--- src/rtl/handle_special_cmd_pkg.sv ---
// handle_special_cmd_pkg
//   Shared codes for the special-command handler: player selectors, game FSM
//   state codes, interboard message types for the special commands, and the
//   handler's own FSM state encoding.
//   No ports; imported by handle_special_cmd and its sub-modules.
package handle_special_cmd_pkg;

  // Player selectors
  localparam logic P1 = 1'b0;
  localparam logic P2 = 1'b1;

  // Game FSM state codes (cur_game_state)
  localparam logic [3:0] GAME_IDLE       = 4'd0;
  localparam logic [3:0] GAME_P1_WAIT_IN = 4'd1;
  localparam logic [3:0] GAME_P1_MOVE    = 4'd2;
  localparam logic [3:0] GAME_P1_SHIFT   = 4'd3;
  localparam logic [3:0] GAME_P2_WAIT_IN = 4'd4;
  localparam logic [3:0] GAME_P2_MOVE    = 4'd5;
  localparam logic [3:0] GAME_P2_SHIFT   = 4'd6;
  localparam logic [3:0] GAME_OVER       = 4'd7;

  // Interboard message types for special commands
  localparam logic [3:0] STATE_CHEAT  = 4'd9;
  localparam logic [3:0] STATE_UNDO   = 4'd10;
  localparam logic [3:0] STATE_REVEAL = 4'd11;
  localparam logic [3:0] STATE_HINT   = 4'd12;

  // Handler FSM states
  typedef enum logic [1:0] {
    HSC_IDLE = 2'd0,
    HSC_SEND = 2'd1,
    HSC_WAIT = 2'd2
  } hsc_state_e;

endpackage

--- src/rtl/handle_special_cmd_prio_pick.sv ---
// prio_pick
//   Lowest-set-bit encoder: returns the index of the lowest asserted request.
//   Ports:
//     req   in  N      request vector
//     idx   out IDX_W  index of the lowest set bit (0 when none set)
//     valid out 1      any request set
module prio_pick #(
  parameter int N     = 4,
  parameter int IDX_W = 2
) (
  input  logic [N-1:0]     req,
  output logic [IDX_W-1:0] idx,
  output logic             valid
);

  always_comb begin
    idx   = '0;
    valid = |req;
    // Scan downwards so the lowest set bit is the last one written.
    for (int i = N - 1; i >= 0; i--) begin
      if (req[i]) idx = IDX_W'(i);
    end
  end

endmodule

--- src/rtl/handle_special_cmd.sv ---
// handle_special_cmd
//   Latches local special-command triggers (cheat, undo, reveal, ...),
//   arbitrates lowest-index-first, sends each over the interboard link with an
//   en/ready handshake, and tracks per-command activation from local sends and
//   remote messages.
//   Build option: define HSC_TIMEOUT_EN to add a WAIT_READY timeout that
//   re-sends the command after TIMEOUT_CYC cycles without inter_ready.
//   Ports:
//     clk, rst_n              clock, async active-low reset
//     interboard_rst          sync clear, same effect as reset
//     cmd_trigger[NUM_CMD]    local one-cycle request pulses
//     cur_game_state[4]       game FSM state (gates local triggers)
//     inter_ready             sender done pulse
//     interboard_en / _msg_type  received message valid / type
//     cmd_active[NUM_CMD]     per-command activation flags
//     busy                    high in SEND or WAIT_READY
//     cmd_ctrl_*              send request toward the interboard ctrl mux
//
//   state    | meaning
//   ---------+----------------------------------------------------
//   HSC_IDLE | nothing in flight; grant lowest pending command
//   HSC_SEND | cmd_ctrl_en pulse for the granted command
//   HSC_WAIT | waiting for inter_ready, then apply local activation
module handle_special_cmd
  import handle_special_cmd_pkg::*;
#(
  parameter logic                 PLAYER        = P1,
  parameter int                   NUM_CMD       = 4,
  parameter logic [NUM_CMD*4-1:0] CMD_MSG_TYPES = {4'd0, 4'd0, 4'd0, STATE_CHEAT},
  parameter logic [NUM_CMD-1:0]   TOGGLE_MASK   = '0,
  parameter int                   TIMEOUT_CYC   = 1024
) (
  input  logic               clk,
  input  logic               rst_n,
  input  logic               interboard_rst,
  input  logic [NUM_CMD-1:0] cmd_trigger,
  input  logic [3:0]         cur_game_state,
  input  logic               inter_ready,
  input  logic               interboard_en,
  input  logic [3:0]         interboard_msg_type,
  output logic [NUM_CMD-1:0] cmd_active,
  output logic               busy,
  output logic               cmd_ctrl_en,
  output logic [3:0]         cmd_ctrl_msg_type,
  output logic               cmd_ctrl_move_dir,
  output logic [4:0]         cmd_ctrl_block_x,
  output logic [2:0]         cmd_ctrl_block_y,
  output logic [5:0]         cmd_ctrl_card,
  output logic [2:0]         cmd_ctrl_sel_len
);

  localparam int IDX_W = (NUM_CMD > 1) ? $clog2(NUM_CMD) : 1;

  if (NUM_CMD < 1 || NUM_CMD > 8) begin : g_bad_num_cmd
    $error("handle_special_cmd: NUM_CMD must be 1..8");
  end
  if (TIMEOUT_CYC < 1 || TIMEOUT_CYC > 65535) begin : g_bad_timeout
    $error("handle_special_cmd: TIMEOUT_CYC must be 1..65535");
  end

  hsc_state_e         state_q, state_d;
  logic [NUM_CMD-1:0] pend_q, pend_d;
  logic [IDX_W-1:0]   grant_q, grant_d;
  logic [NUM_CMD-1:0] active_q, active_d;
  logic [3:0]         msg_type_q, msg_type_d;

  logic               player_ok;
  logic [NUM_CMD-1:0] pend_set, pend_clr;
  logic [NUM_CMD-1:0] local_hit, remote_hit, grant_oh, pick_oh;
  logic [IDX_W-1:0]   pick_idx;
  logic               pick_vld;
  logic [3:0]         pick_msg;

`ifdef HSC_TIMEOUT_EN
  localparam logic [15:0] TMO_LAST = 16'(TIMEOUT_CYC);
  logic [15:0] tmo_cnt_q, tmo_cnt_d;
`endif

  prio_pick #(
    .N     (NUM_CMD),
    .IDX_W (IDX_W)
  ) u_prio_pick (
    .req   (pend_q),
    .idx   (pick_idx),
    .valid (pick_vld)
  );

  always_comb begin
    player_ok = 1'b0;
    if (PLAYER == P1) begin
      player_ok = (cur_game_state == GAME_P1_WAIT_IN) ||
                  (cur_game_state == GAME_P1_MOVE) ||
                  (cur_game_state == GAME_P1_SHIFT);
    end else begin
      player_ok = (cur_game_state == GAME_P2_WAIT_IN) ||
                  (cur_game_state == GAME_P2_MOVE) ||
                  (cur_game_state == GAME_P2_SHIFT);
    end
  end

  // Decode helpers: one-hot forms of the pick/grant indices, remote type match
  // (every matching nibble fires), and message type of the picked command.
  always_comb begin
    remote_hit = '0;
    grant_oh   = '0;
    pick_oh    = '0;
    pick_msg   = '0;
    for (int i = 0; i < NUM_CMD; i++) begin
      remote_hit[i] = interboard_en && (interboard_msg_type == CMD_MSG_TYPES[i*4 +: 4]);
      grant_oh[i]   = (grant_q == IDX_W'(i));
      pick_oh[i]    = (pick_idx == IDX_W'(i));
      if (pick_idx == IDX_W'(i)) pick_msg = CMD_MSG_TYPES[i*4 +: 4];
    end
  end

  // A trigger pends only if it is not already pending and the command can
  // still change state (toggles always can; sticky ones only while inactive).
  assign pend_set = cmd_trigger & ~pend_q & (TOGGLE_MASK | ~active_q) &
                    {NUM_CMD{player_ok}};

  always_comb begin
    state_d    = state_q;
    grant_d    = grant_q;
    msg_type_d = msg_type_q;
    pend_clr   = '0;
    local_hit  = '0;
`ifdef HSC_TIMEOUT_EN
    tmo_cnt_d  = (state_q == HSC_WAIT) ? tmo_cnt_q + 16'd1 : 16'd0;
`endif

    case (state_q)
      HSC_IDLE: begin
        if (pick_vld) begin
          grant_d    = pick_idx;
          msg_type_d = pick_msg;
          pend_clr   = pick_oh;
          state_d    = HSC_SEND;
        end
      end
      HSC_SEND: begin
        state_d = HSC_WAIT;
      end
      HSC_WAIT: begin
        if (inter_ready) begin
          local_hit = grant_oh;
          state_d   = HSC_IDLE;
        end
`ifdef HSC_TIMEOUT_EN
        else if (tmo_cnt_q == TMO_LAST) begin
          state_d = HSC_SEND;
        end
`endif
      end
      default: begin
        state_d = HSC_IDLE;
      end
    endcase

    pend_d = (pend_q & ~pend_clr) | pend_set;

    // Toggle commands XOR both sources (same-cycle local+remote cancel);
    // sticky commands OR them in.
    active_d = (TOGGLE_MASK & (active_q ^ local_hit ^ remote_hit)) |
               (~TOGGLE_MASK & (active_q | local_hit | remote_hit));

    if (interboard_rst) begin
      state_d    = HSC_IDLE;
      pend_d     = '0;
      grant_d    = '0;
      active_d   = '0;
      msg_type_d = '0;
`ifdef HSC_TIMEOUT_EN
      tmo_cnt_d  = '0;
`endif
    end
  end

  always_ff @(posedge clk or negedge rst_n) begin
    if (!rst_n) begin
      state_q    <= HSC_IDLE;
      pend_q     <= '0;
      grant_q    <= '0;
      active_q   <= '0;
      msg_type_q <= '0;
`ifdef HSC_TIMEOUT_EN
      tmo_cnt_q  <= '0;
`endif
    end else begin
      state_q    <= state_d;
      pend_q     <= pend_d;
      grant_q    <= grant_d;
      active_q   <= active_d;
      msg_type_q <= msg_type_d;
`ifdef HSC_TIMEOUT_EN
      tmo_cnt_q  <= tmo_cnt_d;
`endif
    end
  end

  assign cmd_active        = active_q;
  assign busy              = (state_q != HSC_IDLE);
  assign cmd_ctrl_en       = (state_q == HSC_SEND);
  assign cmd_ctrl_msg_type = msg_type_q;
  assign cmd_ctrl_move_dir = 1'b0;
  assign cmd_ctrl_block_x  = '0;
  assign cmd_ctrl_block_y  = '0;
  assign cmd_ctrl_card     = '0;
  assign cmd_ctrl_sel_len  = '0;

endmodule

--- config.mk ---
export PLATFORM = sky130hd
export DESIGN_NAME = handle_special_cmd
export DESIGN_NICKNAME = d
export VERILOG_FILES = /design/src/rtl/handle_special_cmd_pkg.sv /design/src/rtl/handle_special_cmd_prio_pick.sv /design/src/rtl/handle_special_cmd.sv
export SDC_FILE = /design/constraint.sdc
export NUM_CORES = 1
export LEC_CHECK = 0
export CORE_UTILIZATION = 41
export CTS_CLUSTER_DIAMETER = 100
export DETAILED_ROUTE_END_ITERATION = 10
export PLACE_DENSITY_LB_ADDON = 0.2
export SYNTH_ARGS = -nofsm -noshare
export SYNTH_HDL_FRONTEND = slang
export SYNTH_HIERARCHICAL = 1
export SYNTH_SLANG_ARGS = --single-unit
--- constraint.sdc ---
create_clock -name clk -period 3.85 [get_ports clk]
set_input_delay 0.5775 -clock clk [delete_from_list [all_inputs] [get_ports clk]]
set_output_delay 0.5775 -clock clk [all_outputs]
set_load 0.005 [all_outputs]
==> insert_results.sql, run 1 <==
INSERT INTO impl_metrics (metric_group, metric, value, unit) VALUES
('clock_network', 'clkLatencyLatePin', '0.27', 'ns'),
('grt', 'antenna_found_initial', '0', ''),
('clock_network', 'max-clock-path-buffers', '2', ''),
('clock_network', 'postCtsSetupBuffers', '0', ''),
('floorplanning', 'design.die.area', '2220', 'sq um'),
('place', 'io_buffer_count', '24', ''),
('clock_network', 'clock_sink_count', '13', ''),
('synth', 'ys.flop_type', 'sky130_fd_sc_hd__dfrtp_1', ''),
('timing', 'fmaxAchievable', '0.479', 'GHz'),
('timing', 'layout_min_cycle_time', '2.09', 'ns'),
('grt', 'grt_first_pass_wirelength', '2670', 'um'),
('finish', 'diodes', '0', ''),
('clock_network', 'cts_inserted_buffers', '3', ''),
('timing', 'fin_worst_hold_slack', '0.550', 'ns'),
('route', 'via_count', '683', ''),
('timing', 'maxSlewHeadroom', '61.5', '%'),
('route', 'dr.pass1.iters', '4', ''),
('timing', 'skew', '0.00588', 'ns'),
('timing', 'hold_violations', '0', ''),
('place', 'finalWeightedCongestion', '0.717', ''),
('route', 'totalWireLength', '1540', 'um'),
('route', 'drt-wirelength-per-cell', '10.7', 'um'),
('clock_network', 'cts-htree-levels', '1', ''),
('worst_setup_path', 'cp-start-kind', 'input pin', ''),
('finish', 'area.growth.synth_to_final', '24.3', '%'),
('grt', 'first_global_vias', '594', ''),
('grt', 'globalRouteOverflowTotal', '0', ''),
('timing', 'timing_max_transition_violations_final', '0', ''),
('clock_network', 'post_cts_resize_count', '0', ''),
('clock_network', 'cts.clk_slew.worst_paths', '0.08', 'ns'),
('route', 'route.detailed.vias_per_inst', '4.78', ''),
('finish', 'total_area_of_multi_input_combinational_cells', '397', 'sq um'),
('timing', 'worst_slew_pin_slew', '0.576', 'ns'),
('worst_setup_path', 'crit_path_max_fanout', '15', ''),
('synth', 'mappedNetlistArea', '836', 'sq um'),
('finish', 'final_core_utilization', '57.0', '%'),
('floorplanning', 'core-area', '1820', 'sq um'),
('pwr', 'power.density', '297', 'nW/um^2'),
('synth', 'syn_area_per_cell', '8.89', 'sq um'),
('grt', 'grt_max_degree', '16', ''),
('timing', 'post_route_fraction_of_the_period_consumed_by_the_critical_path', '54.2', '%'),
('timing', 'total_setup_violations_reported_at_the_end_of_the_flow', '0', ''),
('clock_network', 'cts_tree', 'yes', ''),
('timing', 'finalSetupTns', '0', 'ns'),
('floorplanning', 'initial_core_util', '45.9', '%'),
('grt', 'track_usage', '17.8', '%'),
('synth', 'syn-instance-count', '94', ''),
('synth', 'ys_async_sr_fraction', '100', '%'),
('synth', 'yosys_warnings', '6', ''),
('floorplanning', 'floorplan.die.height', '47.2', 'um'),
('synth', 'synth_seq_area_share', '38.9', '%'),
('clock_network', 'holdBufCountCts', '0', ''),
('place', 'place.detailed.hpwl', '1260', 'um'),
('worst_setup_path', 'end_kind', 'flip-flop', ''),
('floorplanning', 'io_pins', '45', ''),
('run_status', 'outcome', 'finished, final reports clean', ''),
('hold_path', 'hold_class', 'flip-flop to flip-flop', ''),
('synth', 'synth_edf_count', '0', ''),
('route', 'remaining_antenna_violation_count_after_routing', '0', ''),
('floorplanning', 'chipWidth', '47.2', 'um'),
('worst_setup_path', 'worst-endpoint-arrival', '2.26', 'ns'),
('finish', 'seq_area', '325', 'sq um'),
('pwr', 'peakVddDrop', '176', 'uV'),
('finish', 'total_of_fill_cells_in_the_finished_design', '186', ''),
('clock_network', 'root_buffer', 'sky130_fd_sc_hd__clkbuf_4', ''),
('job', 'timing.max_cap.violations', '0', ''),
('synth', 'distinct_cell_type_count_after_synthesis', '34', ''),
('synth', 'ys_seq_elements', '13', ''),
('finish', 'final_layout_size_suffix_gt1_share', '7.63', '%'),
('finish', 'most-common-layout-cells', '24 x sky130_fd_sc_hd__clkdlybuf4s50_1, 20 x sky130_fd_sc_hd__conb_1, 13 x sky130_fd_sc_hd__dfrtp_1, 8 x sky130_fd_sc_hd__nand2_1, 7 x sky130_fd_sc_hd__nor2_1', ''),
('worst_setup_path', 'cp.required', '4.03', 'ns'),
('pwr', 'p_leak', '0.456', 'nW'),
('timing', 'grt_setup_unrepaired', 'no', ''),
('route', 'post-route-drc-count', '0', ''),
('floorplanning', 'placement_rows', '15', ''),
('route', 'detailedRoute.firstIterationViolations', '14', ''),
('finish', 'final_common_cell', 'sky130_fd_sc_hd__clkdlybuf4s50_1', ''),
('worst_setup_path', 'critical_path_class', 'input pin to flip-flop', ''),
('finish', 'num-nets-final', '136', '');
==> kinds of logic (layout without fill, tap and decap cells) <==
family                 Yosys count  count (layout)  synth area share (%)
AND/OR/NAND/NOR                 34              34                  23.7
flip-flops                      13              13                  38.9
AO/OA/AOI/OAI                   18              18                  14.8
buffers and inverters           28              33                  22.2
other                            1              20                 0.449
==> area by class of cell <==
type                       count  share of cell area [%]
clock buffer                   4                    2.53
inverter                       5                    1.81
multi-input combinational     72                    38.2
sequential                    13                    31.3
tap                           25                    3.01
timing repair buffer          24                    23.1
==> critical path, stage by stage <==
cell and delay (ns):
sky130_fd_sc_hd__clkdlybuf4s50_1 0.66, sky130_fd_sc_hd__or4b_1 0.59, sky130_fd_sc_hd__or3_1 0.35, sky130_fd_sc_hd__o21ai_0 0.09
==> power breakdown <==
part	internal (W)	leakage (nW)	total [W]	switching, W
sequential	0.000144	0.178	0.000152	0.00000825
combinational	0.0000423	0.263	0.0000764	0.0000341
clock	0.0000400	0.0150	0.0000801	0.0000401
total	0.000226	0.456	0.000309	0.0000824
==> state kept, by name, summed over array words and instances, names as in the netlist <==
name,count
cmd_active,4
cmd_ctrl_msg_type,1
grant_q,2
pend_q,4
state_q,2
==> path summary, 6_finish.rpt <==
kind / from / endpoint / slack (ns) / cells past startpoint
setup / recovery: interboard_rst / cmd_active[3]$_DFF_PN0_ / 1.76 / 4
hold / removal: pend_q[2]$_DFF_PN0_ / pend_q[2]$_DFF_PN0_ / 0.55 / 1
setup reg to reg: pend_q[0]$_DFF_PN0_ / pend_q[0]$_DFF_PN0_ / 2.23 / 5
hold reg to reg: pend_q[2]$_DFF_PN0_ / pend_q[2]$_DFF_PN0_ / 0.55 / 1
max in group asynchronous: rst_n / state_q[0]$_DFFE_PN0P_ / 2.79 / 1
min in group asynchronous: rst_n / pend_q[3]$_DFF_PN0_ / 0.67 / 1
==> routing by layer <==
metal | up-vias | share of wire, % | wire (um) | track usage (%)
li1 | 329 | - | - | -
met1 | 319 | 46 | 705 | 24.3
met2 | 33 | 47 | 721 | 26.7
met3 | 2 | 6.3 | 96 | 3.85
met4 | 0 | 0.91 | 14 | 8.57
met5 | - | 0 | 0 | 0
==> Yosys cell counts (2+ instances only) <==
library cell                n  share of area, %
sky130_fd_sc_hd__a21oi_2    2               2.1
sky130_fd_sc_hd__a21oi_1    6               3.6
sky130_fd_sc_hd__nor3b_1    2               1.8
sky130_fd_sc_hd__nor2_1     7               3.1
sky130_fd_sc_hd__dfrtp_1   13                39
sky130_fd_sc_hd__nor3_1     2               1.2
sky130_fd_sc_hd__o21ai_0    3               1.8
sky130_fd_sc_hd__buf_4     21                19
sky130_fd_sc_hd__nand2b_1   2               1.5
sky130_fd_sc_hd__inv_1      5               2.2
sky130_fd_sc_hd__nand2_1    8               3.6
==> per-stage QoR <==
step	total power (W)	std cells	worst slack (ns)	cell area [sq um]
global route	0.000331	143	1.70	1040
floorplan	0.000209	113	2.27	907
detailed placement	0.000232	139	1.50	1010
CTS	0.000314	143	1.79	1040
global placement	0.000230	139	1.54	1010
finish	0.000309	143	1.76	1040
(Power assumes the default switching activity.)
==> run 2, diff against run 1 <==
--- a/config.mk
+++ b/config.mk
@@ -5,7 +5,7 @@
 export SDC_FILE = /design/constraint.sdc
 export NUM_CORES = 1
 export LEC_CHECK = 0
-export CORE_UTILIZATION = 41
+export CORE_UTILIZATION = 34
 export CTS_CLUSTER_DIAMETER = 100
 export DETAILED_ROUTE_END_ITERATION = 10
 export PLACE_DENSITY_LB_ADDON = 0.2
==> constraint.sdc (replaced) <==
create_clock -name clk -period 1.7 [get_ports clk]
set_input_delay 0.255 -clock clk [delete_from_list [all_inputs] [get_ports clk]]
set_output_delay 0.255 -clock clk [all_outputs]
set_load 0.005 [all_outputs]
==> run 2 against run 1 <==
  * Cell area up 7.1%
  * Non-clock buffer count is 9 higher
  * Power increased by 140%
  * Register-to-register slack lost 2.2 ns
  * Clock power up 150%
==> insert_results.sql, run 2 (synthesized netlist as in run 1, its figures left out) <==
INSERT INTO impl_metrics (metric_group, metric, value, unit) VALUES
('pwr', 'p_leak', '0.521', 'nW'),
('grt', 'antenna_found_initial', '0', ''),
('route', 'dr.pass1.iters', '4', ''),
('place', 'post_dp_cell_area', '1050', 'sq um'),
('grt', 'grt_first_pass_wirelength', '2880', 'um'),
('pwr', 'peakVddDrop', '362', 'uV'),
('timing', 'hold_violations', '0', ''),
('timing', 'timing_max_transition_violations_final', '0', ''),
('timing', 'grt_setup_unrepaired', 'no', ''),
('pwr', 'power.density', '664', 'nW/um^2'),
('route', 'totalWireLength', '1730', 'um'),
('worst_setup_path', 'worst-endpoint-arrival', '1.83', 'ns'),
('clock_network', 'root_buffer', 'sky130_fd_sc_hd__clkbuf_4', ''),
('finish', 'most-common-layout-cells', '22 x sky130_fd_sc_hd__clkdlybuf4s50_1, 20 x sky130_fd_sc_hd__conb_1, 12 x sky130_fd_sc_hd__dfrtp_1, 9 x sky130_fd_sc_hd__buf_4, 8 x sky130_fd_sc_hd__nand2_1', ''),
('floorplanning', 'floorplan.die.height', '51.6', 'um'),
('timing', 'fin_worst_hold_slack', '0.277', 'ns'),
('timing', 'fmaxAchievable', '0.605', 'GHz'),
('floorplanning', 'initial_core_util', '37.1', '%'),
('clock_network', 'clock_sink_count', '13', ''),
('run_status', 'outcome', 'finished, final reports clean', ''),
('timing', 'maxSlewHeadroom', '65.5', '%'),
('worst_setup_path', 'cp-start-kind', 'flip-flop', ''),
('route', 'remaining_antenna_violation_count_after_routing', '0', ''),
('finish', 'num-nets-final', '145', ''),
('worst_setup_path', 'end_kind', 'flip-flop', ''),
('route', 'post-route-drc-count', '0', ''),
('place', 'io_buffer_count', '24', ''),
('timing', 'total_setup_violations_reported_at_the_end_of_the_flow', '0', ''),
('job', 'timing.max_cap.violations', '0', ''),
('route', 'via_count', '708', ''),
('worst_setup_path', 'cp.required', '1.87', 'ns'),
('floorplanning', 'io_pins', '45', ''),
('clock_network', 'max-clock-path-buffers', '2', ''),
('floorplanning', 'design.die.area', '2660', 'sq um'),
('timing', 'layout_min_cycle_time', '1.65', 'ns'),
('worst_setup_path', 'critical_path_class', 'flip-flop to flip-flop', ''),
('grt', 'track_usage', '15.2', '%'),
('clock_network', 'clkLatencyLatePin', '0.28', 'ns'),
('timing', 'post_route_fraction_of_the_period_consumed_by_the_critical_path', '97.2', '%'),
('route', 'route.detailed.vias_per_inst', '4.57', ''),
('place', 'finalWeightedCongestion', '0.741', ''),
('hold_path', 'hold_class', 'input pin to async pin', ''),
('timing', 'worst_slew_pin_slew', '0.513', 'ns'),
('clock_network', 'cts_inserted_buffers', '3', ''),
('timing', 'skew', '0.00678', 'ns'),
('finish', 'final_common_cell', 'sky130_fd_sc_hd__clkdlybuf4s50_1', ''),
('floorplanning', 'core-area', '2250', 'sq um'),
('grt', 'globalRouteOverflowTotal', '0', ''),
('finish', 'layout.cell_area.non_filler', '1110', 'sq um'),
('grt', 'first_global_vias', '622', ''),
('finish', 'diodes', '0', ''),
('worst_setup_path', 'crit_path_max_fanout', '3', ''),
('finish', 'final_layout_size_suffix_gt1_share', '15.0', '%'),
('route', 'detailedRoute.firstIterationViolations', '17', ''),
('floorplanning', 'chipWidth', '51.6', 'um'),
('floorplanning', 'placement_rows', '17', ''),
('grt', 'grt_max_degree', '14', ''),
('route', 'drt-wirelength-per-cell', '11.1', 'um'),
('clock_network', 'cts.clk_slew.worst_paths', '0.09', 'ns'),
('place', 'place.detailed.hpwl', '1300', 'um'),
('clock_network', 'cts_tree', 'yes', ''),
('clock_network', 'cts-htree-levels', '1', ''),
('finish', 'area.growth.synth_to_final', '33.1', '%');
==> run 2: cell count changes in the layout (fill, tap and decap cells not counted), sizes merged <==
| cell | previous run | this run |
|---|---|---|
| dlymetal6s2s | 0 | 1 |
| dlygate4sd2 | 0 | 1 |
| clkdlybuf4s50 | 24 | 22 |
| buf | 0 | 9 |
==> run 2: critical path: stages (launching register included) <==
cell,delay (ns)
sky130_fd_sc_hd__dfrtp_2,0.42
sky130_fd_sc_hd__buf_4,0.14
sky130_fd_sc_hd__buf_4,0.13
sky130_fd_sc_hd__or3b_1,0.39
sky130_fd_sc_hd__or3_4,0.36
sky130_fd_sc_hd__o2bb2ai_2,0.13
==> run 2: worst paths after layout <==
kind,slack (ns),end,startpoint,cells after the start
max reg2reg,0.05,pend_q[0]$_DFF_PN0_,state_q[1]$_DFFE_PN0P_,5
max,0.05,pend_q[0]$_DFF_PN0_,state_q[1]$_DFFE_PN0P_,5
max in group asynchronous,1.24,state_q[1]$_DFFE_PN0P_,rst_n,2
min reg2reg,0.55,grant_q[1]$_DFFE_PN0P_,grant_q[1]$_DFFE_PN0P_,2
min,0.28,pend_q[3]$_DFF_PN0_,rst_n,2
min in group clk,0.52,pend_q[0]$_DFF_PN0_,cmd_trigger[0],3
==> run 2: what timing repair did <==
item                                    CTS  global route
resized for setup                         1             2
setup buffers                             3             2
hold buffers                              0             0
endpoints found under the hold margin     0             0
endpoints found under the setup margin    2             1
==> run 2: layout make-up <==
type,instances,area (sq um)
timing repair buffer,33,309
inverter,5,18.8
sequential,13,327
tap,28,35.0
fill,229,1140
multi-input combinational,72,397
clock buffer,4,26.3
==> run 2: power breakdown <==
part / internal, W / switching (W) / total, W / leakage (nW)
logic: 0.000113 / 0.0000849 / 0.000198 / 0.329
clock network: 0.0000909 / 0.000107 / 0.000198 / 0.0150
registers: 0.000326 / 0.0000167 / 0.000343 / 0.177
==> run 2: routing by layer <==
metal	share of wire (%)	global-route usage (%)	vias up
met5	0	0	-
met4	0.64	6.76	0
met3	8.0	4.39	2
met2	46	23.4	38
met1	45	19.7	318
li1	-	-	350
==> run 2: metrics by stage <==
step	std cells	setup WS [ns]	utilization (%)	power, W	TNS, ns
after floorplan	113	0.164	-	0.000473	0
after global placement	146	0.0182	46.4	0.000534	0
after detailed placement	146	-0.0147	46.4	0.000536	-0.0148
after CTS	153	0.00429	48.5	0.000738	0
after global routing	155	0.00333	49.3	0.000783	0
final	155	0.0469	49.3	0.000739	0
